--- config.mk ---
export PLATFORM = sky130hd
export DESIGN_NAME = frame_beat_tracker_flat
export DESIGN_NICKNAME = d
export VERILOG_FILES = /design/src/rtl/frame_beat_tracker_if.sv /design/src/rtl/frame_beat_tracker.sv /design/src/flat_wrapper.sv
export SDC_FILE = /design/constraint.sdc
export NUM_CORES = 1
export LEC_CHECK = 0
export ABC_AREA = 1
export ABC_CLOCK_PERIOD_IN_PS = 4550
export CORE_UTILIZATION = 35
export CTS_CLUSTER_DIAMETER = 150
export DETAILED_ROUTE_END_ITERATION = 12
export PLACE_DENSITY = 0.63
export SKIP_LAST_GASP = 1
export SYNTH_ARGS = -nofsm -noshare
export SYNTH_HDL_FRONTEND = slang
export SYNTH_SLANG_ARGS = --single-unit
--- constraint.sdc ---
create_clock -name clock -period 4.55 [get_ports clock]
set_clock_uncertainty 0.1 [all_clocks]
set_input_delay 0.91 -clock clock [delete_from_list [all_inputs] [get_ports clock]]
set_output_delay 0.91 -clock clock [all_outputs]
set_load 0.01 [all_outputs]
--- src/rtl/frame_beat_tracker_if.sv ---
// Size/command and data-beat signals between the command source and frame_beat_tracker.
// The master drives size and beats; the slave (the tracker) returns ready, last, keep and status.
interface frame_beat_tracker_if #(
    parameter int CNT_W = 32,
    parameter int LANES = 4
);
    logic [CNT_W-1:0] size;
    logic             size_valid;
    logic             size_ready;
    logic             data_start;
    logic             data_valid;
    logic             last;
    logic [LANES-1:0] keep;
    logic             busy;
    logic             err_size;
    logic             err_proto;

    modport master (
        output size, size_valid, data_start, data_valid,
        input  size_ready, last, keep, busy, err_size, err_proto
    );

    modport slave (
        input  size, size_valid, data_start, data_valid,
        output size_ready, last, keep, busy, err_size, err_proto
    );
endinterface

--- src/rtl/frame_beat_tracker.sv ---
// Tracks beats of LANES-byte-wide frames: flags the final beat with last/keep and
// holds one pending length so frames can run back-to-back.
module frame_beat_tracker #(
    parameter int CNT_W = 32,
    parameter int LANES = 4
) (
    input logic                 clock,
    input logic                 rst_n,
    frame_beat_tracker_if.slave bus
);
    localparam int SHIFT  = $clog2(LANES);
    localparam int TAIL_W = (LANES > 1) ? SHIFT : 1;

    typedef enum logic [1:0] {
        S_IDLE,
        S_ARMED,
        S_COUNT
    } state_e;

    state_e            state_q, state_d;
    logic [CNT_W-1:0]  remaining_q, remaining_d;
    logic [TAIL_W-1:0] tail_q, tail_d;
    logic              pend_valid_q, pend_valid_d;
    logic [CNT_W-1:0]  pend_beats_q, pend_beats_d;
    logic [TAIL_W-1:0] pend_tail_q, pend_tail_d;
    logic              err_size_q, err_size_d;
    logic              err_proto_q, err_proto_d;

    logic [CNT_W-1:0]  beats_in;
    logic [TAIL_W-1:0] tail_in;
    logic              size_ready;
    logic              size_fire;
    logic              size_load;
    logic              beat;
    logic              last;
    logic [LANES-1:0]  keep_mask;

    // The extra bit keeps size = 2^CNT_W-1 from wrapping before the divide.
    assign beats_in = CNT_W'(({1'b0, bus.size} + (CNT_W + 1)'(LANES - 1)) >> SHIFT);
    assign tail_in  = (LANES == 1) ? '0 : bus.size[TAIL_W-1:0];

    assign size_ready = rst_n && ((state_q == S_IDLE) || !pend_valid_q);
    assign size_fire  = bus.size_valid && size_ready;
    assign size_load  = size_fire && (bus.size != '0);

    always_comb begin
        beat = 1'b0;
        if (rst_n) begin
            case (state_q)
                S_ARMED: beat = bus.data_valid && bus.data_start;
                S_COUNT: beat = bus.data_valid;
                default: beat = 1'b0;
            endcase
        end
    end

    assign last = beat && (remaining_q == CNT_W'(1));

    always_comb begin
        keep_mask = '1;
        if (last && (tail_q != '0)) begin
            for (int i = 0; i < LANES; i++) begin
                keep_mask[i] = (TAIL_W'(i) < tail_q);
            end
        end
    end

    // NOTE: every variable gets its hold value before the case, so no path can infer a latch.
    always_comb begin
        state_d      = state_q;
        remaining_d  = remaining_q;
        tail_d       = tail_q;
        pend_valid_d = pend_valid_q;
        pend_beats_d = pend_beats_q;
        pend_tail_d  = pend_tail_q;
        err_size_d   = size_fire && (bus.size == '0);
        err_proto_d  = bus.data_valid &&
                       ((state_q == S_IDLE) ||
                        ((state_q == S_ARMED) && !bus.data_start) ||
                        ((state_q == S_COUNT) && bus.data_start));

        if (beat) begin
            remaining_d = remaining_q - CNT_W'(1);
        end

        case (state_q)
            S_IDLE: begin
                if (size_load) begin
                    remaining_d = beats_in;
                    tail_d      = tail_in;
                    state_d     = S_ARMED;
                end
            end
            S_ARMED, S_COUNT: begin
                if (beat && !last && (state_q == S_ARMED)) begin
                    state_d = S_COUNT;
                end
                if (last) begin
                    if (pend_valid_q) begin
                        remaining_d  = pend_beats_q;
                        tail_d       = pend_tail_q;
                        pend_valid_d = 1'b0;
                        state_d      = S_ARMED;
                    end else if (size_load) begin
                        remaining_d = beats_in;
                        tail_d      = tail_in;
                        state_d     = S_ARMED;
                    end else begin
                        state_d = S_IDLE;
                    end
                end else if (size_load) begin
                    // size_ready guarantees the slot is empty here.
                    pend_valid_d = 1'b1;
                    pend_beats_d = beats_in;
                    pend_tail_d  = tail_in;
                end
            end
            default: state_d = S_IDLE;
        endcase
    end

    // NOTE: state uses non-blocking assignments so every register samples pre-edge values.
    always_ff @(posedge clock) begin
        if (!rst_n) begin
            state_q      <= S_IDLE;
            remaining_q  <= '0;
            tail_q       <= '0;
            pend_valid_q <= 1'b0;
            err_size_q   <= 1'b0;
            err_proto_q  <= 1'b0;
        end else begin
            state_q      <= state_d;
            remaining_q  <= remaining_d;
            tail_q       <= tail_d;
            pend_valid_q <= pend_valid_d;
            err_size_q   <= err_size_d;
            err_proto_q  <= err_proto_d;
        end
    end

    // NOTE: the pending payload is left unreset; it is only ever read while pend_valid_q is set.
    always_ff @(posedge clock) begin
        pend_beats_q <= pend_beats_d;
        pend_tail_q  <= pend_tail_d;
    end

    assign bus.size_ready = size_ready;
    assign bus.last       = last;
    assign bus.keep       = keep_mask;
    assign bus.busy       = (state_q != S_IDLE);
    assign bus.err_size   = err_size_q;
    assign bus.err_proto  = err_proto_q;
endmodule

--- src/flat_wrapper.sv ---
// flat-port wrapper written by rule: the top's interface ports become plain ports
module frame_beat_tracker_flat 
#(
    parameter int CNT_W = 32,
    parameter int LANES = 4
)
  (clock, rst_n, bus_size, bus_size_valid, bus_data_start, bus_data_valid, bus_size_ready, bus_last, bus_keep, bus_busy, bus_err_size, bus_err_proto);
  frame_beat_tracker_if #(.CNT_W(CNT_W), .LANES(LANES)) bus_i ();
  input logic clock;
  input logic rst_n;
  input wire logic [$bits(bus_i.size)-1:0] bus_size;
  input wire logic [$bits(bus_i.size_valid)-1:0] bus_size_valid;
  input wire logic [$bits(bus_i.data_start)-1:0] bus_data_start;
  input wire logic [$bits(bus_i.data_valid)-1:0] bus_data_valid;
  output wire logic [$bits(bus_i.size_ready)-1:0] bus_size_ready;
  output wire logic [$bits(bus_i.last)-1:0] bus_last;
  output wire logic [$bits(bus_i.keep)-1:0] bus_keep;
  output wire logic [$bits(bus_i.busy)-1:0] bus_busy;
  output wire logic [$bits(bus_i.err_size)-1:0] bus_err_size;
  output wire logic [$bits(bus_i.err_proto)-1:0] bus_err_proto;
  assign bus_i.size = bus_size;
  assign bus_i.size_valid = bus_size_valid;
  assign bus_i.data_start = bus_data_start;
  assign bus_i.data_valid = bus_data_valid;
  assign bus_size_ready = bus_i.size_ready;
  assign bus_last = bus_i.last;
  assign bus_keep = bus_i.keep;
  assign bus_busy = bus_i.busy;
  assign bus_err_size = bus_i.err_size;
  assign bus_err_proto = bus_i.err_proto;
  frame_beat_tracker #(.CNT_W(CNT_W), .LANES(LANES)) u_core (.clock(clock), .rst_n(rst_n), .bus(bus_i));
endmodule
==> flow_metrics.env <==
export IMPL_start_util_pct=35.65
export IMPL_synth_xor_area_share_pct=3.849
export IMPL_area_growth_pct=17.21
export IMPL_finalCritPeriodShare_pct=82.18
export IMPL_end_kind="primary output"
export IMPL_synthFlopType="dfxtp_1"
export IMPL_cts_sink_count=72
export IMPL_critical_path_top_delay_family="buffers and inverters"
export IMPL_power_frac_seq_pct=26.9
export IMPL_netlist_area_um2=6145
export IMPL_leakage_nw=3.262
export IMPL_finalHoldViolCount=0
export IMPL_cts_hold_buffers_added=0
export IMPL_synthCells=1041
export IMPL_arrival_ps=2730
export IMPL_p_int_w=0.001926
export IMPL_postPlaceCellArea_um2=6818
export IMPL_synthAdderAreaFrac_pct=1.222
export IMPL_grtUsageTotal_pct=23.33
export IMPL_cp_slowest_stage_delay_ps=500
export IMPL_synthesis_nets=1084
export IMPL_drc=0
export IMPL_switchingPower_w=0.001470
export IMPL_outcome="finished clean"
export IMPL_htree_levels=3
export IMPL_cts_inserted_buffers=9
export IMPL_dieArea_um2=18090
export IMPL_cp_start_kind="input port"
export IMPL_crit_chain="clkdlybuf4s50_1, nand2_1, a21o_1, nor2_1, nand2_1, a21oi_1, o21ai_0, clkdlybuf4s50_1"
export IMPL_rsz0062_at_grt="false"
export IMPL_grt_start_max_net_pins=36
export IMPL_fin_area_um2=7202
export IMPL_seq_area_frac_synth_pct=28.83
export IMPL_vias=6600
export IMPL_synth_commonest_cells="nand2_1, inv_1, nor2_1"
export IMPL_critPathBufInv=2
export IMPL_ant_nets=0
export IMPL_ys_types=40
export IMPL_grt_antenna_before_repair=0
export IMPL_relSlewSlack_pct=23.07
export IMPL_grt_pass1_wl_um=32470
export IMPL_yosys_warnings=0
export IMPL_setup_viol=0
export IMPL_slew_violations=0
export IMPL_n_antenna_cell=0
export IMPL_cts_root_buf="clkbuf_16"
export IMPL_required_ps=3540
export IMPL_clock_path_buffers=2
export IMPL_min_period_ps=3739
export IMPL_cts_resized=0
export IMPL_crit_slowest_cell="clkdlybuf4s50_1"
export IMPL_pwr_share_comb_pct=45.2
export IMPL_io_pins=46
export IMPL_avgRoutedWirePerCell_um=15.65
export IMPL_coreArea_um2=17240
export IMPL_cts_tree="yes"
export IMPL_synth_top_family_by_area="simple AND/OR/NAND/NOR gates"
export IMPL_yosys_area_top_type="nand2_1"
export IMPL_synth_mux_area_share_pct=0
export IMPL_wl_um=20340
export IMPL_fmax_mhz=267.4
export IMPL_power_density_nw_per_um2=471.6
export IMPL_netlist_area_leader_share_pct=21.26
export IMPL_drive_gt1_share_pct=4.837
export IMPL_via_per_inst=5.077
export IMPL_worst_slew_pin_slew_ps=1153
export IMPL_synth_most_common_cell="nand2_1"
export IMPL_clk_latency_ps=350
export IMPL_nets=1113
export IMPL_overflow=0
export IMPL_crit_fanout=4
export IMPL_portBuffers=44
export IMPL_timing_setup_tns_ps=0
export IMPL_synth_edf_count=33
export IMPL_async_flop_share_pct=0
export IMPL_cts_setup_buffers=0
export IMPL_die_h_um=134.5
export IMPL_criticalPathCategory="input port to primary output"
export IMPL_synthTopCellsByArea="nand2_1, edfxtp_1, dfxtp_1"
export IMPL_ys_ff_latch=72
export IMPL_clk_transition_reported_paths_ps=60
export IMPL_place_congestion=0.9502
export IMPL_drt_first_pass_iters=5
export IMPL_synth_compound_area_share_pct=13.09
export IMPL_rows=48
export IMPL_p_sw_share_pct=43.29
export IMPL_clkPwrFrac_pct=27.9
export IMPL_die_w_um=134.5
export IMPL_drtIter0Drc=623
export IMPL_grt_pass1_vias=6108
export IMPL_vdd_drop_max_mv=0.2271
export IMPL_avgSynthCellArea_um2=5.903
export IMPL_maxCapViolCount=0
export IMPL_synth_simple_area_share_pct=41.72
export IMPL_dp_hpwl_um=15030
export IMPL_hp_class="flip-flop to flip-flop"
## routing by layer
| layer | up-vias | wire (um) | GRT usage, % | part of all wire [%] |
|---|---|---|---|---|
| li1 | 3387 | - | - | - |
| met1 | 2948 | 9425 | 31.72 | 46 |
| met2 | 232 | 9068 | 37.05 | 45 |
| met3 | 33 | 1295 | 3.679 | 6.4 |
| met4 | 0 | 554 | 9.051 | 2.7 |
| met5 | - | 0 | 0 | 0 |
## flip-flops by register name (all words and copies together), names as in the netlist
name                  cells
u_core.pend_beats_q      31
u_core.bus.err_proto      1
u_core.pend_valid_q       1
u_core.remaining_q       32
u_core.tail_q             2
u_core.state_q            2
u_core.bus.err_size       1
u_core.pend_tail_q        2
## power groups by stage
stage	Combinational (W)	Sequential (W)	Clock, W
after floorplan	0.00111	0.000888	0
after global placement	0.00150	0.000924	0
after detailed placement	0.00150	0.000923	0
after CTS	0.00151	0.000909	0.000951
after global routing	0.00172	0.000928	0.000977
final	0.00154	0.000913	0.000948
## stage by stage
step	instances	power, W	hold WS, ps	setup slack [ps]	util [%]
finish	1300	0.003396	367.4	810.6	41.78
detailed placement	1284	0.002427	359.8	804.0	39.55
global placement	1284	0.002429	363.4	823.8	39.55
CTS	1300	0.003375	369.2	794.0	41.78
global route	1300	0.003628	407.9	602.6	41.78
floorplan	1041	0.001996	344.7	874.9	-
## logic make-up after synthesis
kind of cell               after synthesis
buffers and inverters                  174
AOI/OAI and AO/OA                      152
DFF                                     72
adders and majority gates                6
xor gates and xnor gates                27
and+or+nand+nor                        609
other                                    1
## cell usage in the layout, fill, tap and decap left out, types with 8 or more instances in the layout
| cell | n |
|---|---|
| dfxtp_1 | 39 |
| clkbuf_16 | 9 |
| inv_1 | 130 |
| clkdlybuf4s50_1 | 44 |
| nand4_1 | 16 |
| nand2_1 | 348 |
| nand3_1 | 86 |
| nor2_2 | 8 |
| xor2_1 | 24 |
| a21oi_1 | 70 |
| buf_4 | 11 |
| o21ai_0 | 57 |
| nor2_1 | 110 |
| edfxtp_1 | 33 |
| nor3_1 | 24 |
| a31oi_1 | 8 |
| o21ai_1 | 8 |
## cell type report
class                   count  area [um2]
fillers                  1831       10030
multi-input cells         795        3695
flip-flops and latches     72        1772
repair buffers             57       563.0
inverters                 135       506.7
well taps                 225       281.5
clock buffers              10       229.0
clock inverters             6       155.1
## tightest hold or removal path: stages, from the launching register on
cell	delay, ps
dfxtp_1	310
nand2_1	60
a21oi_1	50
## worst paths after layout
path / startpoint / to / slack (ps) / depth (start not counted)
max: bus_data_start / bus_keep[2] / 810 / 8
max reg2reg: u_core.state_q[1] / u_core.pend_beats_q[22] / 1360 / 9
min: u_core.tail_q[1] / u_core.tail_q[1] / 370 / 2
min reg2reg: u_core.tail_q[1] / u_core.tail_q[1] / 370 / 2
No activity file was read; power rests on OpenSTA's default activity.
